File: src/rtl/sr16_loader.sv
`default_nettype none
// ============================================================================
//  Module      : sr16_loader
//  Description : Sequencer that clears the sr16 divider-ratio shift register,
//                shifts a parallel word in MSB-first at a programmable bit
//                rate, then re-enables the register outputs.
//  Revision    : 1.0 - initial release
// ============================================================================
module sr16_loader #(
    parameter int WIDTH   = 16,
    parameter int CLK_DIV = 4
) (
    input  logic             sys_clock,
    input  logic             sys_reset,
    input  logic             load_valid,
    output logic             load_ready,
    input  logic [WIDTH-1:0] load_data,
    input  logic             abort,
    output logic             ser_data,
    output logic             ser_shift_en,
    output logic             ser_clear,
    output logic             ser_out_enable,
    output logic             busy,
    output logic             done,
    output logic [WIDTH-1:0] committed_word
);

    localparam int CNT_W = $clog2(WIDTH + 1);
    localparam int DIV_W = (CLK_DIV > 1) ? $clog2(CLK_DIV) : 1;

    localparam logic [CNT_W-1:0] c_last_bit = CNT_W'(WIDTH - 1);
    localparam logic [CNT_W-1:0] c_cnt_one  = CNT_W'(1);
    localparam logic [DIV_W-1:0] c_last_div = DIV_W'(CLK_DIV - 1);
    localparam logic [DIV_W-1:0] c_div_one  = DIV_W'(1);

    typedef enum logic [1:0] {
        S_IDLE   = 2'd0,
        S_CLEAR  = 2'd1,
        S_SHIFT  = 2'd2,
        S_COMMIT = 2'd3
    } state_t;

    state_t           r_state;
    logic [WIDTH-1:0] r_shift_buf;
    logic [WIDTH-1:0] r_load_word;
    logic [WIDTH-1:0] r_committed_word;
    logic [CNT_W-1:0] r_bit_cnt;
    logic [DIV_W-1:0] r_div_cnt;
    logic             r_load_ready;
    logic             r_ser_shift_en;
    logic             r_ser_clear;
    logic             r_ser_out_enable;
    logic             r_busy;
    logic             r_done;

    logic             w_accept;
    logic             w_strobe;

    assign w_accept = load_valid && r_load_ready && (r_state == S_IDLE);
    assign w_strobe = (r_div_cnt == c_last_div);

    always_ff @(posedge sys_clock or posedge sys_reset) begin
        if (sys_reset) begin
            r_state          <= S_IDLE;
            r_shift_buf      <= '0;
            r_load_word      <= '0;
            r_committed_word <= '0;
            r_bit_cnt        <= '0;
            r_div_cnt        <= '0;
            r_load_ready     <= 1'b0;
            r_ser_shift_en   <= 1'b0;
            r_ser_clear      <= 1'b0;
            r_ser_out_enable <= 1'b0;
            r_busy           <= 1'b0;
            r_done           <= 1'b0;
        end else begin
            r_done <= 1'b0;
            case (r_state)
                S_IDLE: begin
                    r_load_ready   <= ~w_accept;
                    r_ser_clear    <= w_accept;
                    r_ser_shift_en <= 1'b0;
                    if (w_accept) begin
                        r_shift_buf      <= load_data;
                        r_load_word      <= load_data;
                        r_bit_cnt        <= '0;
                        r_div_cnt        <= '0;
                        r_ser_out_enable <= 1'b0;
                        r_busy           <= 1'b1;
                        r_state          <= S_CLEAR;
                    end
                end

                S_CLEAR, S_SHIFT: begin
                    // Abort leaves sr16 cleared and its outputs disabled.
                    if (abort) begin
                        r_state        <= S_IDLE;
                        r_ser_clear    <= 1'b1;
                        r_ser_shift_en <= 1'b0;
                        r_busy         <= 1'b0;
                        r_load_ready   <= 1'b1;
                    end else if (r_state == S_CLEAR) begin
                        r_ser_clear    <= 1'b0;
                        r_ser_shift_en <= (CLK_DIV == 1);
                        r_state        <= S_SHIFT;
                    end else if (w_strobe) begin
                        r_shift_buf <= {r_shift_buf[WIDTH-2:0], 1'b0};
                        r_bit_cnt   <= r_bit_cnt + c_cnt_one;
                        r_div_cnt   <= '0;
                        if (r_bit_cnt == c_last_bit) begin
                            r_state          <= S_COMMIT;
                            r_ser_shift_en   <= 1'b0;
                            r_done           <= 1'b1;
                            r_ser_out_enable <= 1'b1;
                            r_committed_word <= r_load_word;
                        end else begin
                            r_ser_shift_en <= (CLK_DIV == 1);
                        end
                    end else begin
                        // Strobe is registered, so it is raised one cycle ahead.
                        r_div_cnt      <= r_div_cnt + c_div_one;
                        r_ser_shift_en <= ((r_div_cnt + c_div_one) == c_last_div);
                    end
                end

                S_COMMIT: begin
                    r_state      <= S_IDLE;
                    r_busy       <= 1'b0;
                    r_load_ready <= 1'b1;
                end

                default: r_state <= S_IDLE;
            endcase
        end
    end

    assign load_ready     = r_load_ready;
    assign ser_data       = r_shift_buf[WIDTH-1];
    assign ser_shift_en   = r_ser_shift_en;
    assign ser_clear      = r_ser_clear;
    assign ser_out_enable = r_ser_out_enable;
    assign busy           = r_busy;
    assign done           = r_done;
    assign committed_word = r_committed_word;

endmodule
`default_nettype wire

File: config.mk
export PLATFORM = sky130hd
export DESIGN_NAME = sr16_loader
export DESIGN_NICKNAME = d
export VERILOG_FILES = /design/src/rtl/sr16_loader.sv
export SDC_FILE = /design/constraint.sdc
export NUM_CORES = 1
export LEC_CHECK = 0
export CAP_MARGIN = 20
export CELL_PAD_IN_SITES_DETAIL_PLACEMENT = 1
export CELL_PAD_IN_SITES_GLOBAL_PLACEMENT = 1
export CORE_MARGIN = 3
export CORE_UTILIZATION = 43
export DETAILED_ROUTE_END_ITERATION = 6
export HOLD_SLACK_MARGIN = 0.06
export PLACE_DENSITY = 0.87
export RECOVER_POWER = 50
export SETUP_SLACK_MARGIN = 0.02
export SKIP_LAST_GASP = 1
export SYNTH_ARGS = -nofsm -noshare
export SYNTH_HDL_FRONTEND = slang
export SYNTH_SLANG_ARGS = --single-unit
File: constraint.sdc
create_clock -name sys_clock -period 3 [get_ports sys_clock]
set_input_delay 0.75 -clock sys_clock [delete_from_list [all_inputs] [get_ports sys_clock]]
set_output_delay 0.75 -clock sys_clock [all_outputs]
set_load 0.01 [all_outputs]
==> flow_summary.toml, run 1 <==
[sta]
period_minus_slack_ns = 2.483
finalSetupViolCount = 0
slew_viol_final = 64
clock_skew_ns = 0.007914
worst_slew_pin_slew_ns = 1.511
fmax_ghz = 0.4027
fin_setup_tns_ns = 0
maxSlewHeadroom_pct = -0.7154
setup_slack_ns = 0.5170
rsz0062_at_grt = "false"
timing.final.hold_violations = 0
period_share_pct = 82.77

[run]
cap_violations = 1

[critical_path]
cpPeakStageDelay_ns = 0.78
worstSetupStartpoint = "load_valid"
reg2reg_slack_ns = 0.78
ff2ff_path_depth = 7
crit_path_cell_trace = "dlygate4sd3_1 -> nand3_1 -> clkbuf_1 -> o21ai_0 -> nor2_1 -> a21oi_1"
path_buf_inv = 2
slowest_stage = "clkbuf_1"
start_kind = "primary input"
endpoint_kind = "flip-flop"
path_depth = 6
cp-endpoint = "ser_clear"
crit_fanout = 19
cp_top_family = "buffers and inverters"
worstPathRequired_ns = 3.20
reg2reg_to = "committed_word[5]"
crit_type = "in2reg"
worstPathArrival_ns = 2.69
r2r-start = "r_state[1]"

[place]
placed_cell_area_um2 = 3291
dp_cells = 338
hpwl_um = 4013
place.gp.congestion = 0.8745
place_ws_ns = 0.3424
io_buffers = 42

[final_layout]
fin_util_pct = 56.94
final_common_cell = "dfrtp_1"
area_delta_synth_final_pct = 24.01
fillers = 658
antennaDiodeCount = 0
most-common-layout-cells = "dfrtp_1 (63), clkdlybuf4s50_1 (40), mux2_2 (31), nor2_1 (25), a21oi_1 (21)"
fin_nets = 302
layout-drive-gt1-share_pct = 19.71
final_cells = 354
design_area_um2 = 3471

[global_routing]
grt_max_degree = 64
grt_pass1_vias = 2149
grt_usage_pct = 17.89
antenna_found_initial = 0
grt_pass1_wl_um = 10410
grt_overflow = 0

[clock_network]
cts_max_level = 3
tritoncts = "yes"
cts_resized = 0
clock_latency_ns = 0.33
clockRootBuffer = "clkbuf_8"
cts.sinks = 63
post-cts-setup-buffers = 0
postCtsHoldBufs = 0
path_clk_slew_ns = 0.07
clockBufferDepth = 2
cts_buffers = 9

[drt]
ant_nets = 0
detail_route.iter0.violations = 120
dr_total_vias = 1894
wl_per_cell_um = 16.69
drc = 0
drt_wl_total_um = 5908
drt-pass1-iter-count = 4
viasPerCell = 5.350

[synthesis]
syn_inst = 227
synth_cell_types = 31
synth.mux.area_fraction_pct = 18.60
yosysWarnings = 0
syn_nets = 255
synth_fa_ha_area_share_pct = 3.576
syn_area_um2 = 2799
ys_seq_area_share_pct = 56.33
syn_area_per_cell_um2 = 12.33
synthXorXnorAreaFrac_pct = 0
ys_seq_elements = 63
synth_compound_area_share_pct = 9.790
synth-simple-area-share_pct = 7.510
synth_top_family_by_area = "multiplexers"

[floorplanning]
die_h_um = 86.68
initial_utilization_pct = 45.92
std_cell_rows = 28
floorplan.die_area_um2 = 7513
io_pins = 43
core_area_um2 = 6096
dieWidth_um = 86.68

[status]
status = "finished, violations left"
violations = "capacitance limit, slew limit"

[power_and_ir_drop]
leakagePower_nw = 1.595
p_sw_share_pct = 36.12
combPwrFrac_pct = 38.8
seqPwrFrac_pct = 39.1
pwr-share-clk_pct = 22.1
p_switching_mw = 1.198
p_int_mw = 2.120
peakVddDrop_mv = 0.5493
pwr_density_cell_nw_per_um2 = 955.9

[min_path]
hold_path.class = "reg2reg"
[power by group through the flow]
stage               Sequential [mW]  Clock (mW)  Combinational (mW)
CTS                            1.30       0.755                1.31
detailed placement             1.31           0                1.29
finish                         1.30       0.733                1.29
floorplan                      1.27           0               0.995
global route                   1.33       0.808                1.44
global placement               1.28           0                1.22
[cells in the mapped netlist (all sizes together)]
library cell  instances  share of area [%]
dfrtp                63                 56
mux2                 32                 13
nor2                 25                3.4
a21oi                21                3.8
mux2i                16                5.7
o21ai                13                2.3
buf                  11                2.7
inv                  10                1.3
ha                    8                3.6
nand2                 5               0.67
and3                  3               0.67
a22o                  2               0.63
nand2b                2               0.98
nand3                 2               0.36
o31ai                 2               0.54
a2111oi               1               0.98
a21boi                1               0.67
a21o                  1               0.27
clkbuf                1               0.18
nand3b                1               0.27
nand4b                1               0.31
nor2b                 1               0.22
nor3                  1               0.18
o31a                  1               0.31
o41ai                 1               0.31
or3                   1               0.22
or4                   1               0.27
[layer usage]
metal | vias up | global-route usage, % | share of wire, %
met1 | 962 | 22.42 | 43
met5 | - | 0 | 0
met2 | 41 | 30.32 | 52
met4 | 0 | 4.533 | 0.76
li1 | 885 | - | -
met3 | 6 | 5.323 | 4.2
[how the worst min path moves through the flow]
stage	depth (start not counted)	from	to	slack, ns
5_1_grt	1	r_load_word[1]	r_load_word[1]	0.51
3_3_place_gp	1	r_bit_cnt[3]	r_bit_cnt[3]	0.47
2_1_floorplan	1	r_bit_cnt[3]	r_bit_cnt[3]	0.44
4_1_cts	1	r_bit_cnt[3]	r_bit_cnt[3]	0.48
3_5_place_dp	1	r_bit_cnt[3]	r_bit_cnt[3]	0.47
6_report	2	ser_shift_en	ser_shift_en	0.50
[final cells by class]
| cell class | count | area (µm²) | area share, % |
|---|---|---|---|
| Sequential cell | 63 | 1577 | 45.42 |
| Multi-Input combinational cell | 142 | 1105 | 31.83 |
| Timing Repair Buffer | 48 | 459.2 | 13.23 |
| Clock buffer | 11 | 141.4 | 4.074 |
| Tap cell | 75 | 93.84 | 2.704 |
| Clock inverter | 5 | 57.56 | 1.658 |
| Inverter | 10 | 37.54 | 1.081 |
[worst register-to-register path: stages (launching register included)]
cell	delay (ns)
dfrtp_1	0.40
inv_1	0.08
ha_1	0.52
nand2b_4	0.09
nor2_1	0.18
and3_1	0.20
buf_4	0.26
mux2_2	0.37
[state kept, by name, summed over array words and instances, names as in the netlist]
name and count:
committed_word 16, ser_out_enable 1, ser_shift_en 1, ser_clear 1
r_load_word 16, load_ready 1, r_shift_buf 16, r_div_cnt 2
done 1, busy 1, r_state 2, r_bit_cnt 5
[stage by stage]
stage / hold slack [ns] / power, mW
3_3_place_gp: 0.4677 / 2.504
6_report: 0.4950 / 3.318
5_1_grt: 0.5139 / 3.581
2_1_floorplan: 0.4395 / 2.261
4_1_cts: 0.4817 / 3.362
3_5_place_dp: 0.4699 / 2.599
[logic make-up (layout without fill, tap and decap cells)]
| family | Yosys count | count (layout) |
|---|---|---|
| buffers and inverters | 22 | 74 |
| adder cells (fa/ha/maj) | 8 | 8 |
| AND/OR/NAND/NOR | 43 | 43 |
| AO/OA/AOI/OAI | 43 | 43 |
| flip-flops | 63 | 63 |
| multiplexers | 48 | 48 |
Note: power is estimated with default switching activity, not from simulation.
==> inputs of run 2 (changes only) <==
- clock period: 3 -> 2.57 ns (I/O delays scaled with it)
==> run 2 against run 1 <==
Compared with the run above: the flow now finishes without violations; hold slack barely moved; die area is the same; critical endpoint is now committed_word[0]; first-iteration DRC count shrank 43%; final area grew 0.43%; sequential share of layout area fell by 0.20 points; critical path depth stayed put; total power up 16%; largest cell class unchanged; sequential power grew 16%.
==> flow_summary.toml, run 2 (synthesized netlist as in run 1, its figures left out) <==
[global_routing]
grt_overflow = 0
grt_usage_pct = 18.17
antenna_found_initial = 0
grt_pass1_wl_um = 10470
grt_max_degree = 48
grt_pass1_vias = 2225

[clock_network]
tritoncts = "yes"
postCtsHoldBufs = 0
clockBufferDepth = 2
clockRootBuffer = "clkbuf_8"
cts.sinks = 63
cts_resized = 0
cts_max_level = 3
cts_buffers = 9
post-cts-setup-buffers = 0
clock_latency_ns = 0.34
path_clk_slew_ns = 0.07

[drt]
viasPerCell = 5.388
drt_wl_total_um = 6187
drc = 0
wl_per_cell_um = 17.38
wl_met1_um = 2594
detail_route.iter0.violations = 68
ant_nets = 0
wl_met2_um = 3251
route.met3.wl_um = 257
dr_total_vias = 1918
maxUsedRoutingLayer = "met4"
drt-pass1-iter-count = 5

[final_layout]
final_common_cell = "dfrtp_1"
seq_area_um2 = 1577
layout-drive-gt1-share_pct = 21.00
multi_input_area_um2 = 1105
area_delta_synth_final_pct = 24.54
antennaDiodeCount = 0
fillers = 650
most-common-layout-cells = "dfrtp_1 (63), clkdlybuf4s50_1 (40), mux2_2 (31), nor2_1 (25), a21oi_1 (21)"
fin_nets = 304

[sta]
timing.final.hold_violations = 0
worst_slew_pin_slew_ns = 0.6419
fin_setup_tns_ns = 0
finalSetupViolCount = 0
period_share_pct = 86.86
period_minus_slack_ns = 2.232
fmax_ghz = 0.4480
slew_viol_final = 0
maxSlewHeadroom_pct = 57.16
clock_skew_ns = 0.01252
rsz0062_at_grt = "false"

[floorplanning]
std_cell_rows = 28
initial_utilization_pct = 45.92
die_h_um = 86.68
dieWidth_um = 86.68
floorplan.die_area_um2 = 7513
core_area_um2 = 6096
io_pins = 43

[critical_path]
endpoint_kind = "flip-flop"
reg2reg_slack_ns = 0.45
ff2ff_path_depth = 7
r2r-start = "r_state[0]"
reg2reg_to = "r_shift_buf[6]"
crit_type = "in2reg"
worstPathArrival_ns = 2.45
slowest_stage = "dlygate4sd3_1"
crit_path_cell_trace = "dlygate4sd3_1 -> nand2b_4 -> nor2_1 -> and3_1 -> buf_4 -> mux2_2"
cpPeakStageDelay_ns = 0.62
worstPathRequired_ns = 2.79
crit_fanout = 9
start_kind = "primary input"

[place]
place.gp.congestion = 0.8781
io_buffers = 42
hpwl_um = 4456

[min_path]
min-delay-start = "r_bit_cnt[3]"
hold_path.class = "reg2reg"
min_path_cells = 1
hold_path_end = "r_bit_cnt[3]"

[power_and_ir_drop]
pwr-share-clk_pct = 22.1
leakagePower_nw = 1.601
p_sw_share_pct = 36.75
p_int_mw = 2.443
total_power_mw = 3.863
pwr_density_cell_nw_per_um2 = 1108
p_switching_mw = 1.420
combPwrFrac_pct = 38.8
peakVddDrop_mv = 0.6829
seqPwrFrac_pct = 39.2

[status]
status = "finished, final reports clean"

[run]
cap_violations = 0
-- run 2: cell count changes in the layout (fill, tap and decap cells not counted), moves of 2 or more --
cell,previous run,this run
clkinv_4,2,0
buf_4,4,6
clkbuf_1,2,0
clkinvlp_4,0,3
-- run 2: worst max-delay path by stage --
stage | slack, ns | endpoint | start
2_1_floorplan | 0.36 | busy | sys_reset
3_3_place_gp | 0.21 | committed_word[7] | abort
3_5_place_dp | 0.10 | committed_word[1] | abort
4_1_cts | 0.41 | r_shift_buf[6] | r_state[0]
5_1_grt | 0.27 | r_shift_buf[6] | r_state[0]
6_report | 0.34 | committed_word[0] | abort
-- run 2: routing by layer --
layer / GRT usage [%] / vias to the layer above
met5: 0 / -
met3: 5.133 / 6
li1: - / 892
met4: 6.799 / 0
met1: 20.93 / 982
met2: 31.99 / 38
-- run 2: metrics by stage --
stage	cells	worst slack, ns	utilization [%]	area (µm²)	hold slack, ns
2_1_floorplan	227	0.3578	-	2799	0.4395
3_3_place_gp	340	0.2149	54.23	3306	0.4559
3_5_place_dp	340	0.1032	54.23	3306	0.4781
4_1_cts	356	0.4052	57.43	3501	0.4977
5_1_grt	356	0.2661	57.18	3486	0.5064
6_report	356	0.3377	57.18	3486	0.4945
-- run 2: layout make-up --
class                   instances  area share [%]
well taps                      75           2.692
clock inverters                 7           2.046
clock buffers                   9           3.553
repair buffers                 50           13.71
multi-input cells             142           31.69
inverters                      10           1.077
flip-flops and latches         63           45.23
-- run 2: power by group through the flow --
stage | clock network, mW | logic (mW) | registers [mW]
3_5_place_dp | 0 | 1.52 | 1.53
6_report | 0.852 | 1.50 | 1.51
5_1_grt | 0.928 | 1.68 | 1.56
3_3_place_gp | 0 | 1.44 | 1.50
2_1_floorplan | 0 | 1.16 | 1.48
4_1_cts | 0.873 | 1.54 | 1.52
-- run 2: critical path, delay by kind of cell --
family                 cells  cell delay, ns
buffers and inverters      2            0.82
muxes                      1            0.35
and+or+nand+nor            3            0.63
==> variant, RTL diff (settings of run 1) <==
The 4 states of `state_t` get a one-hot encoding in 4 bits.
--- a/src/rtl/sr16_loader.sv
+++ b/src/rtl/sr16_loader.sv
@@ -35,7 +35,7 @@
 
-    typedef enum logic [1:0] {
-        S_IDLE   = 2'd0,
-        S_CLEAR  = 2'd1,
-        S_SHIFT  = 2'd2,
-        S_COMMIT = 2'd3
+    typedef enum logic [3:0] {
+        S_IDLE   = 4'b0001,
+        S_CLEAR  = 4'b0010,
+        S_SHIFT  = 4'b0100,
+        S_COMMIT = 4'b1000
     } state_t;
Check against the original RTL: no difference found for any inputs over 10 cycles, from zero or initial values and one cycle with sys_reset high; not proved beyond that.
==> variant against run 1 <==
- largest power group unchanged
- sequential cell count rose by 2
- routed wire length rose by 12%
- total power fell by 8.0%
- synthesized cell count fell by 11%
- worst setup slack got worse by 0.13 ns
- critical path type is now reg2reg
- design area rose by 5.3%
- synthesized area rose by 7.0%
- sequential share of layout area fell by 0.87 points
- global-route usage rose by 0.59 points
- highest routed layer unchanged
==> variant: results (changes against run 1) <==
Synth area leaders dfrtp_1 53%, mux2_4 14%, mux2_2 14%, buf_6 2.3%, ha_1 1.7%; FF-to-FF path depth 4 (-3); sequential share of the synthesized area 0.544 (-0.0196); most common cell after layout, fill and taps aside dfrtp_1; CP Launch Point r_state[3]; DRT Pass-1 Iters 4 (unchanged); Tot GR Track Use 0.185 (+0.00587); top cells by count, synth 64 x dfrtp_1, 37 x mux2_2, 28 x mux2_4; HPWL Detailed 4.32 mm (+7.5%); worst hold path stage count 1 (-1); Worst Hold Class reg2reg; CTS buffer count 9 (unchanged); vias in the first global route 2083 (-3.1%); critical path peak fanout 14 (-5); H-tree depth 3 (unchanged); post_cts resized 0 (unchanged); Root Driver clkbuf_8; Reg2Reg Setup Slack 0.39 ns (-0.39 ns); GP Congestion 0.830 (-5.1%); syn nets 226 (-11%); routed length per placed instance 20.1 um (+20%); Peak VDD IR 0.307 mV (-44%); largest net degree at the start of global routing 45 (-30%); buffers added on ports 42 (unchanged); Critical R2R Capture committed_word[4]; Crit Path Category reg2reg; first-pass GRT wire length 10.9 mm (+4.6%); leakage dissipation 1.73 nW (+8.6%); total gr overflow 0 (unchanged); Worst Path Arrival 2.83 ns (+0.14 ns); Clock Skew 0.00863 ns (+0.000713 ns); CTS clk-pin slew, worst paths 0.07 ns (about the same); layout cells sized above 1 0.346 (+0.149); Slew @ Worst Pin 0.916 ns (-0.595 ns); Post-CTS Setup Bufs 0 (unchanged); nets 274 (-9.3%); synth warn 0 (unchanged); status complete, no violations; antenna violations before repair 0 (unchanged); Synth cell types 39 (+26%); Hold Crit Endpoint committed_word[0]; Hold Path Origin r_load_word[0]; initial DRC count 92 (-23%); via density per instance 5.47 (+2.2%)
## variant: stage by stage
stage                     instances  setup WS, ns  hold WS [ns]  power, mW  instance area, um2
after floorplan                 202         0.625         0.460       2.08                2990
after global routing            331         0.283         0.512       3.22                3650
after detailed placement        316         0.298         0.488       2.32                3470
after global placement          316         0.432         0.470       2.24                3470
final                           331         0.389         0.500       3.05                3650
after CTS                       331         0.535         0.502       3.09                3670
## variant: routing by layer
layer  up-vias  global-route usage  wire length, um
li1        817                   -                -
met1       939               0.220             2700
met2        38               0.312             3570
met3        16              0.0304              151
met4         0               0.112              229
met5         -                   0                0
## variant: power by group
part	total, mW	leakage, nW	internal, mW	switching [mW]
clock	0.738	0.102	0.422	0.316
combinational	0.986	0.804	0.571	0.415
sequential	1.33	0.826	1.15	0.182
## variant: cells by family after synthesis
logic type / Yosys count / synth area share
muxes: 66 / 0.283
DFF: 65 / 0.544
xor gates and xnor gates: 1 / 0.00293
AOI/OAI and AO/OA: 20 / 0.0481
buffers and inverters: 19 / 0.0460
adders and majority gates: 4 / 0.0167
and+or+nand+nor: 27 / 0.0593
## variant: worst max-delay path, stage by stage, from the launching register on
cell and delay, ns:
dfrtp_1 0.48, or4b_1 0.66, nor3_1 0.77, buf_12 0.24, mux2_2 0.34
## variant: area by class of cell
cell class	count	area, um2
clock buffers	12	155
fillers	637	2880
inverters	8	30.0
repair buffers	48	490
multi-input cells	118	1210
clock inverters	3	40.0
well taps	77	96.3
flip-flops and latches	65	1630
